--- src/rtl/controlador_de_entrada_pkg.sv ---
// rtl/controlador_de_entrada_pkg.sv - shared types and constants for the input controller
package pkg_entrada;

  typedef enum logic [2:0] {
    OCIOSO,
    ARMANDO,
    ESPERA_PRESS,
    ESPERA_SOLTA,
    PRONTO,
    FIM
  } estado_entrada_t;

  // Raw and debounced button level when nobody is pressing it (button is active-low)
  localparam logic BOTAO_SOLTO = 1'b1;

  localparam int LARGURA_DADO = 32;

  // States in which the block is waiting on the user (drives the board LED)
  function automatic logic estado_aguardando(estado_entrada_t e);
    return (e == ARMANDO) || (e == ESPERA_PRESS) || (e == ESPERA_SOLTA);
  endfunction

endpackage

--- src/rtl/controlador_de_entrada_if.sv ---
// rtl/controlador_de_entrada_if.sv - board pins and control-unit handshake of the input controller
interface controlador_de_entrada_if
  import pkg_entrada::*;
#(
  parameter int LARGURA_CHAVES = 16
);

  logic                      isInsert;
  logic                      botao;
  logic [LARGURA_CHAVES-1:0] chaves;
  logic [LARGURA_DADO-1:0]   dadoEntrada;
  logic                      pronto;
  logic                      aguardando;

  // Side that drives the request and the board pins
  modport master (
    output isInsert,
    output botao,
    output chaves,
    input  dadoEntrada,
    input  pronto,
    input  aguardando
  );

  // The input controller itself
  modport slave (
    input  isInsert,
    input  botao,
    input  chaves,
    output dadoEntrada,
    output pronto,
    output aguardando
  );

endinterface

--- src/rtl/controlador_de_entrada_debouncer.sv ---
// rtl/controlador_de_entrada_debouncer.sv - synchronised, debounced pushbutton with press/release pulses
module debouncer
  import pkg_entrada::*;
#(
  parameter int DEBOUNCE_CICLOS = 500000
) (
  input  logic clock,
  input  logic reset,
  input  logic botao,
  output logic estavel,
  output logic press,
  output logic solta
);

  localparam int W = (DEBOUNCE_CICLOS > 1) ? $clog2(DEBOUNCE_CICLOS) : 1;
  localparam logic [W-1:0] CONT_MAX = W'(DEBOUNCE_CICLOS - 1);

  logic         sinc1_q, sinc1_d;
  logic         sinc2_q, sinc2_d;
  logic         estavel_q, estavel_d;
  logic [W-1:0] cont_q, cont_d;
  logic         press_q, press_d;
  logic         solta_q, solta_d;

  // Two-flop synchroniser, then accept a new level only after it held for DEBOUNCE_CICLOS cycles
  always_comb begin
    sinc1_d   = botao;
    sinc2_d   = sinc1_q;
    estavel_d = estavel_q;
    cont_d    = cont_q;
    if (sinc2_q == estavel_q) begin
      cont_d = '0;
    end else if (cont_q == CONT_MAX) begin
      estavel_d = sinc2_q;
      cont_d    = '0;
    end else begin
      cont_d = cont_q + 1'b1;
    end
    press_d = estavel_q & ~estavel_d;
    solta_d = ~estavel_q & estavel_d;
  end

  // Synchroniser starts released so reset never looks like a press
  always_ff @(posedge clock or posedge reset) begin
    if (reset) begin
      sinc1_q   <= BOTAO_SOLTO;
      sinc2_q   <= BOTAO_SOLTO;
      estavel_q <= BOTAO_SOLTO;
      cont_q    <= '0;
      press_q   <= 1'b0;
      solta_q   <= 1'b0;
    end else begin
      sinc1_q   <= sinc1_d;
      sinc2_q   <= sinc2_d;
      estavel_q <= estavel_d;
      cont_q    <= cont_d;
      press_q   <= press_d;
      solta_q   <= solta_d;
    end
  end

  assign estavel = estavel_q;
  assign press   = press_q;
  assign solta   = solta_q;

endmodule

--- src/rtl/controlador_de_entrada.sv ---
// rtl/controlador_de_entrada.sv - answers isInsert stalls with a debounced press/release and latched switches
module controlador_de_entrada
  import pkg_entrada::*;
#(
  parameter int DEBOUNCE_CICLOS = 500000,
  parameter int LARGURA_CHAVES  = 16
) (
  input logic                     clock,
  input logic                     reset,
  controlador_de_entrada_if.slave bus
);

  logic                      estavel;
  logic                      press;
  logic                      solta;

  logic [LARGURA_CHAVES-1:0] chaves1_q, chaves1_d;
  logic [LARGURA_CHAVES-1:0] chaves2_q, chaves2_d;
  estado_entrada_t           estado_q, estado_d;
  logic [LARGURA_DADO-1:0]   dado_q, dado_d;
  logic                      pronto_q, pronto_d;
  logic                      aguardando_q, aguardando_d;

  debouncer #(
    .DEBOUNCE_CICLOS(DEBOUNCE_CICLOS)
  ) u_debouncer (
    .clock  (clock),
    .reset  (reset),
    .botao  (bus.botao),
    .estavel(estavel),
    .press  (press),
    .solta  (solta)
  );

  // Next state; a dropped request always wins over a button event while waiting on the user
  always_comb begin
    chaves1_d = bus.chaves;
    chaves2_d = chaves1_q;
    estado_d  = estado_q;
    dado_d    = dado_q;
    case (estado_q)
      OCIOSO: begin
        if (bus.isInsert) estado_d = ARMANDO;
      end
      ARMANDO: begin
        if (!bus.isInsert)              estado_d = OCIOSO;
        else if (estavel == BOTAO_SOLTO) estado_d = ESPERA_PRESS;
      end
      ESPERA_PRESS: begin
        if (!bus.isInsert) begin
          estado_d = OCIOSO;
        end else if (press) begin
          dado_d   = LARGURA_DADO'(chaves2_q);
          estado_d = ESPERA_SOLTA;
        end
      end
      ESPERA_SOLTA: begin
        if (!bus.isInsert) estado_d = OCIOSO;
        else if (solta)    estado_d = PRONTO;
      end
      PRONTO: begin
        estado_d = FIM;
      end
      FIM: begin
        if (!bus.isInsert) estado_d = OCIOSO;
      end
      default: begin
        estado_d = OCIOSO;
      end
    endcase
    pronto_d     = (estado_d == PRONTO);
    aguardando_d = estado_aguardando(estado_d);
  end

  // State, registered outputs and switch synchroniser
  always_ff @(posedge clock or posedge reset) begin
    if (reset) begin
      chaves1_q    <= '0;
      chaves2_q    <= '0;
      estado_q     <= OCIOSO;
      dado_q       <= '0;
      pronto_q     <= 1'b0;
      aguardando_q <= 1'b0;
    end else begin
      chaves1_q    <= chaves1_d;
      chaves2_q    <= chaves2_d;
      estado_q     <= estado_d;
      dado_q       <= dado_d;
      pronto_q     <= pronto_d;
      aguardando_q <= aguardando_d;
    end
  end

  assign bus.dadoEntrada = dado_q;
  assign bus.pronto      = pronto_q;
  assign bus.aguardando  = aguardando_q;

endmodule

--- src/flat_wrapper.sv ---
// flat-port wrapper written by rule: the top's interface ports become plain ports
module controlador_de_entrada_flat import pkg_entrada::*;
#(
  parameter int DEBOUNCE_CICLOS = 500000,
  parameter int LARGURA_CHAVES  = 16
)
  (clock, reset, bus_isInsert, bus_botao, bus_chaves, bus_dadoEntrada, bus_pronto, bus_aguardando);
  controlador_de_entrada_if #(.LARGURA_CHAVES(LARGURA_CHAVES)) bus_i ();
  input logic clock;
  input logic reset;
  input wire logic [$bits(bus_i.isInsert)-1:0] bus_isInsert;
  input wire logic [$bits(bus_i.botao)-1:0] bus_botao;
  input wire logic [$bits(bus_i.chaves)-1:0] bus_chaves;
  output wire logic [$bits(bus_i.dadoEntrada)-1:0] bus_dadoEntrada;
  output wire logic [$bits(bus_i.pronto)-1:0] bus_pronto;
  output wire logic [$bits(bus_i.aguardando)-1:0] bus_aguardando;
  assign bus_i.isInsert = bus_isInsert;
  assign bus_i.botao = bus_botao;
  assign bus_i.chaves = bus_chaves;
  assign bus_dadoEntrada = bus_i.dadoEntrada;
  assign bus_pronto = bus_i.pronto;
  assign bus_aguardando = bus_i.aguardando;
  controlador_de_entrada #(.DEBOUNCE_CICLOS(DEBOUNCE_CICLOS), .LARGURA_CHAVES(LARGURA_CHAVES)) u_core (.clock(clock), .reset(reset), .bus(bus_i));
endmodule
--- config.mk ---
export PLATFORM = sky130hd
export DESIGN_NAME = controlador_de_entrada_flat
export DESIGN_NICKNAME = d
export VERILOG_FILES = /design/src/rtl/controlador_de_entrada_pkg.sv /design/src/rtl/controlador_de_entrada_if.sv /design/src/rtl/controlador_de_entrada_debouncer.sv /design/src/rtl/controlador_de_entrada.sv /design/src/flat_wrapper.sv
export SDC_FILE = /design/constraint.sdc
export NUM_CORES = 1
export LEC_CHECK = 0
export ABC_AREA = 1
export CAP_MARGIN = 20
export CORE_ASPECT_RATIO = 0.9
export CORE_MARGIN = 4
export CORE_UTILIZATION = 56
export DETAILED_ROUTE_END_ITERATION = 10
export GPL_TIMING_DRIVEN = 0
export PLACE_DENSITY = 0.84
export SKIP_CTS_REPAIR_TIMING = 1
export SLEW_MARGIN = 20
export SYNTH_ARGS = -nofsm -noshare
export SYNTH_HDL_FRONTEND = slang
export SYNTH_SLANG_ARGS = --single-unit
--- constraint.sdc ---
create_clock -name clock -period 7.3 [get_ports clock]
set_input_delay 1.46 -clock clock [delete_from_list [all_inputs] [get_ports clock]]
set_output_delay 1.46 -clock clock [all_outputs]
set_load 0.005 [all_outputs]
After elaboration in Yosys (flattened, before gate mapping)
Index checks and enable logic that the tools add are counted.
{"block": "totals", "ff_bits": 77}
{"block": "op_classes", "reduce_logical": 4, "eq_ne": 11, "mux": 13, "n_addsub": 1, "n_bitwise": 4}
{"operator": "two-way mux 19 bit", "count": 2}
{"operator": "two-way mux 3 bit", "count": 8}
{"operator": "adder 19 x 1 -> 19 bit, second input constant", "count": 1}
{"operator": "== test 19 bit, second input constant", "count": 1}
{"operator": "case mux 3 bit (6 select lines)", "count": 1}
{"operator": "== test 3 x 2 -> 1 bit, second input constant", "count": 4}
{"operator": "== test 3 bit, second input constant", "count": 3}
{"operator": "== test 3 x 1 -> 1 bit, second input constant", "count": 2}
{"operator": "logical NOT 3 bit", "count": 1}
{"operator": "AND reduction 3 bit", "count": 1}
{"operator": "AND 1 bit", "count": 2}
{"operator": "logical OR 1 bit", "count": 2}
{"operator": "two-way mux 1 bit", "count": 2}
{"operator": "NOT 1 bit", "count": 2}
{"operator": "== test 1 bit", "count": 1}

Depth between registers and ports, before layout
Gate-level depths: netlist (run 1).
{"block": "logic_depth", "word_depth": 6, "depth_mapped": 9}

Modules after synthesis
From an unflattened synthesis (run 1), not the netlist that was laid out.
{"block": "unflattened", "cells_unflattened": 306, "hier_area_um2": 3054.2}
{"mod": "controlador_de_entrada", "cells_per_inst": 150, "instances": 1, "area_each_um2": 1804.2}
{"mod": "debouncer", "cells_per_inst": 156, "instances": 1, "area_each_um2": 1249.9}

Least setup slack after synthesis (run 1)
OpenSTA, ideal clock, no wires.
{"block": "synth_timing", "path_kind": "input port to flip-flop", "start": "in bus_isInsert", "end": "reg u_core.dado_q[0], in the netlist u_core.bus.dadoEntrada[0]", "t_arrival_ps": 1970, "stages": 4, "path_buffers": 1, "setup_ps": 66, "setup_slack_ps": 5264, "cell_sequence": "nand4_4 -> clkbuf_1 -> nand2_1 -> nand2_1"}
{"block": "synth_via", "elab_chain_len": 1}
{"item": "start: declaration", "line_no": "flat_wrapper.sv:11", "rtl": "input wire logic [$bits(bus_i.isInsert)-1:0] bus_isInsert;"}
{"item": "AND reduction 3 bit (no line)"}
{"item": "end signal: assignment", "line_no": "controlador_de_entrada.sv:88", "rtl": "dado_q <= dado_d;"}
{"item": "end: declaration", "line_no": "controlador_de_entrada.sv:20", "rtl": "logic [LARGURA_DADO-1:0] dado_q, dado_d;"}
No other way between the ends.
A chain may end at the register's enable or synchronous reset.

Worst setup path after layout (run 1)
{"block": "layout_timing", "start": "reg u_core.dado_q[1], in the netlist u_core.bus.dadoEntrada[1]", "end": "out bus_dadoEntrada[1]"}
{"item": "end: declaration", "line_no": "flat_wrapper.sv:14", "rtl": "output wire logic [$bits(bus_i.dadoEntrada)-1:0] bus_dadoEntrada;"}
No word-level cell between the ends.

==> flow_summary.ini, run 1 <==
[logic_synthesis]
synthTopCellsByArea = dfrtp_1 60%, nand2_1 11%, nor2_1 5.4%
synth.distinct_cells = 30
yosys.area_share.simple_pct = 24.1
yosysTopAreaCellShare_pct = 60.0
yosys.area_share.adder_pct = 0.406
synth-seq-cells = 77
synth_common_cells = 94 x nand2_1, 74 x dfrtp_1, 44 x nor2_1
ys_seq_area_share_pct = 62.6
syn_avg_cell_area_um2 = 9.67
synthXorXnorAreaFrac_pct = 2.56
yosysTopAreaCell = dfrtp_1
synth-edff-count = 0
async_flop_share_pct = 100
synthCells = 319
synth_most_common_cell = nand2_1
synth_area_um2 = 3080
synth_compound_area_share_pct = 2.11
yosys_warnings = 0
muxShareOfSynthArea_pct = 0
synth_flop_cell = dfrtp_1
synth_top_family_by_area = simple AND/OR/NAND/NOR gates

[setup_path]
endpoint = bus_dadoEntrada[1]
critical-path-max-stage-delay_ns = 0.54
crit_arrival_ns = 1.25
rrSetupSlack_ns = 5.78
cpLargestDelayFamily = buffers and inverters
crit_path_cell_trace = clkdlybuf4s50_1
worst-path-buf-inv = 1
rr_worst_depth = 6
crit_type = reg2out
startpoint = u_core.bus.dadoEntrada[1]$_DFFE_PP0P_
cp.required_ns = 5.84
crit_fanout = 2
r2r-end = u_core.u_debouncer.cont_q[3]$_DFF_PP0_
slowest_stage = clkdlybuf4s50_1
timing.rr.start = u_core.u_debouncer.cont_q[0]$_DFF_PP0_
cp_num_cells = 1
critPathLaunchType = register
crit_path_end_kind = output port

[clocking]
cts_tree = yes
cts-root-buf = clkbuf_8
clk_pin_slew_worst_paths_ns = 0.08
clkLatencyLatePin_ns = 0.35
cts_buffer_depth = 2
cts_num_sinks = 77
cts_max_level = 3
cts-buffers-inserted = 9

[grt]
antenna_found_initial = 0
grt_max_degree = 57
overflow = 0
grt_pass1_wl_um = 10100
grt_use_total_pct = 20.0
grt_pass1_vias = 2202

[route]
vias_per_cell = 4.85
vias = 2200
drc = 0
drtIter0Drc = 126
wl_per_cell_um = 13.1
drt-total-wl_um = 5950
dr.pass1.iters = 4
ant_nets = 0

[placed_design]
gp_congestion = 0.954
place_ws_ns = 4.38
port_buffers = 37
detailed_place_hpwl_um = 4050

[pwr]
pwr-share-comb_pct = 4.7
clock_power_share_pct = 39.2
p_sw_uw = 176
peakVddDrop_v = 0.000165
leakagePower_uw = 0.00183
p_per_area_nw_per_um2 = 207
p_sw_share_pct = 22.4
intPower_uw = 612
seqPwrFrac_pct = 56.1

[sta]
setup_slack_ns = 4.59
slew_violations = 0
period_share_pct = 37.1
rsz0062_at_grt = no
clock_skew_ns = 0.00873
max_freq_mhz = 370
tns_ns = 0
hold_viol = 0
final.min_clock_period_ns = 2.71
setup_viol = 0

[floorplan]
die_x_um = 86.2
core-area_um2 = 5290
die_height_um = 78.4
dieArea_um2 = 6760
io_pins = 54
rows = 25
initial_core_util_pct = 58.3

[outcome]
run_status = finished, final reports clean

[cells_and_area]
fillerInstances = 365
areaGrowthSynthToFinish_pct = 23.7
nNetsFinal = 404
diodes = 0
drive_gt1_share_pct = 13.2

[run]
drv_cap = 0

[min_path]
min-delay-start = u_core.chaves1_q[8]$_DFF_PP0_
hp-class = reg2reg
through the flow:
step | instance area, µm² | total power, µW | hold WS (ns) | util [%] | instances
final | 3810 | 789 | 0.353 | 72.1 | 454
after global routing | 3810 | 819 | 0.363 | 72.1 | 454
after CTS | 3810 | 796 | 0.354 | 72.1 | 454
after detailed placement | 3620 | 487 | 0.336 | 68.6 | 439
after global placement | 3590 | 484 | 0.332 | 68.0 | 438
after floorplan | 3140 | 469 | 0.331 | - | 334
placed cells by master (no fill, tap or decap), types with 5 or more instances in the layout:
cell type / n
xor2_1: 8
inv_1: 28
clkbuf_8: 9
nand2_1: 94
dfrtp_1: 74
clkdlybuf4s50_1: 37
buf_4: 17
a21oi_1: 5
conb_1: 16
nor2_1: 44
nand3_1: 12
worst min path at each step:
stage | slack, ns | cells past startpoint | end
5_1_grt | 0.36 | 0 | u_core.chaves2_q[8]$_DFF_PP0_
3_5_place_dp | 0.34 | 0 | u_core.chaves2_q[8]$_DFF_PP0_
2_1_floorplan | 0.33 | 0 | u_core.chaves2_q[0]$_DFF_PP0_
6_report | 0.35 | 0 | u_core.chaves2_q[8]$_DFF_PP0_
3_3_place_gp | 0.33 | 0 | u_core.chaves2_q[14]$_DFF_PP0_
4_1_cts | 0.35 | 0 | u_core.chaves2_q[11]$_DFF_PP0_
power by group through the flow:
stage	Clock, µW	Combinational (µW)	Sequential (µW)
2_1_floorplan	0	19.7	450
6_report	309	37.1	442
3_3_place_gp	0	33.9	450
4_1_cts	316	37.3	442
5_1_grt	334	41.6	443
3_5_place_dp	0	36.7	451
flip-flops by register name, summed over array words and instances, names as in the netlist:
signal                      count
u_core.chaves1_q               16
u_core.bus.dadoEntrada         16
u_core.bus.pronto               1
u_core.u_debouncer.sinc1_q      1
u_core.u_debouncer.solta        1
u_core.u_debouncer.sinc2_q      1
u_core.u_debouncer.estavel      1
u_core.chaves2_q               16
u_core.u_debouncer.press        1
u_core.u_debouncer.cont_q      19
u_core.bus.aguardando           1
u_core.estado_q                 3
layer usage:
layer / track usage [%] / share of wire [%]
met1: 24.2 / 40
met2: 33.6 / 52
met3: 4.41 / 5.8
met4: 9.97 / 2.3
met5: 0 / 0
logic make-up (layout without fill, tap and decap cells):
group | count (synthesis) | after routing
compound gates | 11 | 11
xor+xnor | 9 | 9
fa+ha+maj | 1 | 1
buf+inv | 49 | 102
flops | 77 | 77
other cells | 1 | 16
simple gates | 171 | 171
layout make-up:
type	count	area, µm²	share of cell area (%)
Tap cell	67	83.8	2.20
Clock inverter	6	65.1	1.71
Buffer	19	136	3.58
Clock buffer	9	124	3.25
Inverter	30	115	3.02
Timing Repair Buffer	38	398	10.4
Sequential cell	77	1930	50.6
Multi-Input combinational cell	208	961	25.2
Note: power is estimated with default switching activity, not from simulation.
==> inputs of run 2 (changes only) <==
CORE_UTILIZATION = 52   (was 56)
PLACE_DENSITY = 0.79   (was 0.84)
clock period = 2.7 ns   (was 7.3 ns; I/O delays follow)
==> flow_summary.ini, run 2 (same netlist as run 1, synthesis figures left out) <==
[sta]
hold-worst-slack_ns = 0.352
period_share_pct = 65.4
hold_viol = 0
clock_skew_ns = 0.00860
max_freq_mhz = 566
rsz0062_at_grt = no
setup_viol = 0
slew_violations = 0
final.min_clock_period_ns = 1.77

[floorplan]
dieArea_um2 = 7230
initial_core_util_pct = 53.9
core-area_um2 = 5730
die_height_um = 81.1
die_x_um = 89.2
rows = 26
io_pins = 54

[clocking]
cts-buffers-inserted = 9
cts_tree = yes
clk_pin_slew_worst_paths_ns = 0.08
cts-root-buf = clkbuf_8
clkLatencyLatePin_ns = 0.35
cts_num_sinks = 77
cts_max_level = 3
cts_buffer_depth = 2

[grt]
grt_max_degree = 60
grt_pass1_wl_um = 9230
grt_use_total_pct = 17.0
overflow = 0
grt_pass1_vias = 2028
antenna_found_initial = 0

[route]
dr.pass1.iters = 4
drc = 0
ant_nets = 0
drtIter0Drc = 80
drt-total-wl_um = 5680
vias_per_cell = 4.74
wl_per_cell_um = 12.4
vias = 2172

[min_path]
hp-class = reg2reg

[cells_and_area]
largest_reg_flops = 19
largest_register = u_core.u_debouncer.cont_q
diodes = 0
fillerInstances = 430
final_common_cell = nand2_1
nNetsFinal = 404
final_cell_mix = 94 x nand2_1, 74 x dfrtp_1, 44 x nor2_1, 37 x clkdlybuf4s50_1, 28 x inv_1
drive_gt1_share_pct = 13.1
areaGrowthSynthToFinish_pct = 25.7

[outcome]
run_status = finished, final reports clean

[run]
drv_cap = 0

[pwr]
peakVddDrop_v = 0.000397
p_per_area_nw_per_um2 = 609
p_total_uw = 2360
leakagePower_uw = 0.00186

[setup_path]
cpLargestDelayFamily = buffers and inverters
crit_type = reg2out
crit_fanout = 2
crit_path_cell_trace = clkdlybuf4s50_1
crit_arrival_ns = 1.23
worst-path-buf-inv = 1
crit_path_end_kind = output port
cp.required_ns = 2.16
slowest_stage = clkdlybuf4s50_1
critPathLaunchType = register
critical-path-max-stage-delay_ns = 0.51

[placed_design]
detailed_place_hpwl_um = 4060
port_buffers = 37
gp_congestion = 0.898
[run 2: worst paths after layout]
check,from,end,slack (ns),cells past startpoint
max,u_core.bus.dadoEntrada[13]$_DFFE_PP0P_,bus_dadoEntrada[13],0.93,1
min,u_core.chaves1_q[12]$_DFF_PP0_,u_core.chaves2_q[12]$_DFF_PP0_,0.35,0
max reg2reg,u_core.u_debouncer.cont_q[0]$_DFF_PP0_,u_core.u_debouncer.cont_q[16]$_DFF_PP0_,1.20,8
min reg2reg,u_core.chaves1_q[12]$_DFF_PP0_,u_core.chaves2_q[12]$_DFF_PP0_,0.35,0
max in group asynchronous,reset,u_core.u_debouncer.cont_q[11]$_DFF_PP0_,1.66,3
min in group asynchronous,reset,u_core.bus.pronto$_DFF_PP0_,0.48,2
[run 2: routing by layer]
metal	vias to the layer above	wire length (µm)	global-route usage, %
met5	-	0	0
met4	0	117	7.44
met3	13	348	4.97
met2	56	2720	26.4
met1	1026	2490	22.3
li1	1077	-	-
[run 2: where the power goes]
group	total [µW]	internal (µW)	switching, µW
Clock	1070	643	425
Sequential	1200	1180	11.1
Combinational	99.1	50.1	49.0
[run 2: through the flow]
stage / area (µm²) / setup slack [ns] / cells / TNS, ns / utilization (%)
after floorplan: 3140 / 0.198 / 334 / 0 / -
after CTS: 3880 / 0.914 / 458 / 0 / 67.7
after global placement: 3600 / -0.896 / 441 / -66.66 / 62.8
after detailed placement: 3630 / 0.769 / 442 / 0 / 63.4
final: 3880 / 0.935 / 458 / 0 / 67.7
after global routing: 3880 / 0.884 / 458 / 0 / 67.7
[run 2: cell type report]
cell class | instances | area [µm²] | area share [%]
flip-flops and latches | 77 | 1930 | 49.8
multi-input cells | 208 | 961 | 24.8
repair buffers | 38 | 398 | 10.3
clock buffers | 11 | 141 | 3.65
plain buffers | 19 | 136 | 3.52
inverters | 30 | 115 | 2.97
clock inverters | 5 | 108 | 2.78
well taps | 70 | 87.6 | 2.26
[run 2: worst reg2reg max path, cell delays in order, from the launching register on]
cell and delay (ns):
dfrtp_1 0.39, ha_1 0.23, nand2_1 0.13, nor2_4 0.17, nand2_2 0.10, nor2_4 0.14, nand3_1 0.09, nor2_1 0.10
nor2_1 0.05
==> inputs of run 3 (changes only) <==
clock period = 1.7 ns   (was 2.7 ns; I/O delays follow)
==> flow_summary.ini, run 3 (same netlist as run 1, synthesis figures left out) <==
[setup_path]
rrSetupSlack_ns = 0.21
rr_worst_depth = 8
r2r-end = u_core.u_debouncer.cont_q[16]$_DFF_PP0_
worst-path-buf-inv = 1
critical-path-max-stage-delay_ns = 0.50
crit_arrival_ns = 1.20
critPathLaunchType = register
crit_path_end_kind = output port
cpLargestDelayFamily = buffers and inverters
cp_num_cells = 1
slowest_stage = clkdlybuf4s50_1
crit_path_cell_trace = clkdlybuf4s50_1
cp.required_ns = 1.36
crit_type = reg2out
timing.rr.start = u_core.u_debouncer.cont_q[0]$_DFF_PP0_
crit_fanout = 2

[route]
drtIter0Drc = 102
drt-total-wl_um = 5690
vias_per_cell = 4.75
ant_nets = 0
vias = 2174
drc = 0
wl_per_cell_um = 12.4
dr.pass1.iters = 4

[clocking]
cts_max_level = 3
clk_pin_slew_worst_paths_ns = 0.07
clkLatencyLatePin_ns = 0.35
cts_tree = yes
cts-root-buf = clkbuf_8
cts_num_sinks = 77
cts_buffer_depth = 2
cts-buffers-inserted = 9

[grt]
grt_pass1_vias = 2035
overflow = 0
grt_pass1_wl_um = 9320
antenna_found_initial = 0
grt_max_degree = 37
grt_use_total_pct = 17.6

[floorplan]
initial_core_util_pct = 53.9
die_height_um = 81.1
dieArea_um2 = 7230
core-area_um2 = 5730
die_x_um = 89.2
io_pins = 54
rows = 26

[sta]
setup_viol = 0
period_share_pct = 90.6
final.min_clock_period_ns = 1.54
hold_viol = 0
slew_violations = 0
rsz0062_at_grt = no
max_freq_mhz = 649
clock_skew_ns = 0.00996

[pwr]
peakVddDrop_v = 0.000527
p_per_area_nw_per_um2 = 855
leakagePower_uw = 0.00182

[placed_design]
port_buffers = 37
detailed_place_hpwl_um = 3970
gp_congestion = 0.899
dp.cells = 443
dpl_cell_area_um2 = 3650

[cells_and_area]
largest_register = u_core.u_debouncer.cont_q
final_cell_area_um2 = 3820
fillerInstances = 457
final_cell_mix = 94 x nand2_1, 74 x dfrtp_1, 44 x nor2_1, 37 x clkdlybuf4s50_1, 28 x inv_1
drive_gt1_share_pct = 13.1
multiInputGateArea_um2 = 961
largest_reg_flops = 19
final_common_cell = nand2_1
nNetsFinal = 405
final_cells = 458
utilization_pct = 66.7
diodes = 0
ff_latch_area_um2 = 1930
areaGrowthSynthToFinish_pct = 23.7

[outcome]
run_status = finished, final reports clean

[min_path]
hp-class = reg2reg
min_to = u_core.chaves2_q[7]$_DFF_PP0_
min-delay-start = u_core.chaves1_q[7]$_DFF_PP0_
hold_depth = 0

[run]
drv_cap = 0
==> run 3: metal layers <==
metal / wire [µm] / vias up / track usage [%]
met5: 0 / - / 0
met4: 85 / 0 / 6.85
met2: 2770 / 61 / 27.3
met1: 2460 / 1028 / 22.6
met3: 364 / 10 / 6.19
li1: - / 1075 / -
==> run 3: report_power, final <==
group / switching, µW / internal (µW) / total, µW
Combinational: 78.6 / 84.2 / 163
Sequential: 17.7 / 1880 / 1900
Clock: 645 / 557 / 1200
Total: 741 / 2520 / 3260
==> run 3: per-stage QoR <==
stage | TNS, ns | worst slack [ns] | power, µW | hold slack [ns]
after floorplan | 0 | 0.409 | 2020 | 0.331
after global placement | -23.97 | -0.324 | 2080 | 0.331
after detailed placement | -0.338 | -0.0476 | 2100 | 0.335
after CTS | 0 | 0.132 | 3300 | 0.351
after global routing | 0 | 0.0378 | 3400 | 0.355
final | 0 | 0.160 | 3260 | 0.346
==> run 3: worst max-delay path by stage <==
stage                                                      start                                       to  slack (ns)
after floorplan           u_core.u_debouncer.cont_q[0]$_DFF_PP0_  u_core.u_debouncer.cont_q[16]$_DFF_PP0_        0.41
after global placement                                     reset    u_core.bus.dadoEntrada[2]$_DFFE_PP0P_       -0.32
after detailed placement                            bus_isInsert    u_core.bus.dadoEntrada[3]$_DFFE_PP0P_       -0.05
after CTS                  u_core.bus.dadoEntrada[1]$_DFFE_PP0P_                       bus_dadoEntrada[1]        0.13
after global routing      u_core.u_debouncer.cont_q[0]$_DFF_PP0_  u_core.u_debouncer.cont_q[16]$_DFF_PP0_        0.04
final                     u_core.bus.dadoEntrada[12]$_DFFE_PP0P_                      bus_dadoEntrada[12]        0.16
==> run 3: final cells by class <==
cell class	instances	area share, %
buffer	19	3.57
timing repair buffer	39	11.0
tap	70	2.30
clock inverter	4	0.656
inverter	30	3.05
multi-input combinational	208	25.2
clock buffer	11	3.70
sequential	77	50.6
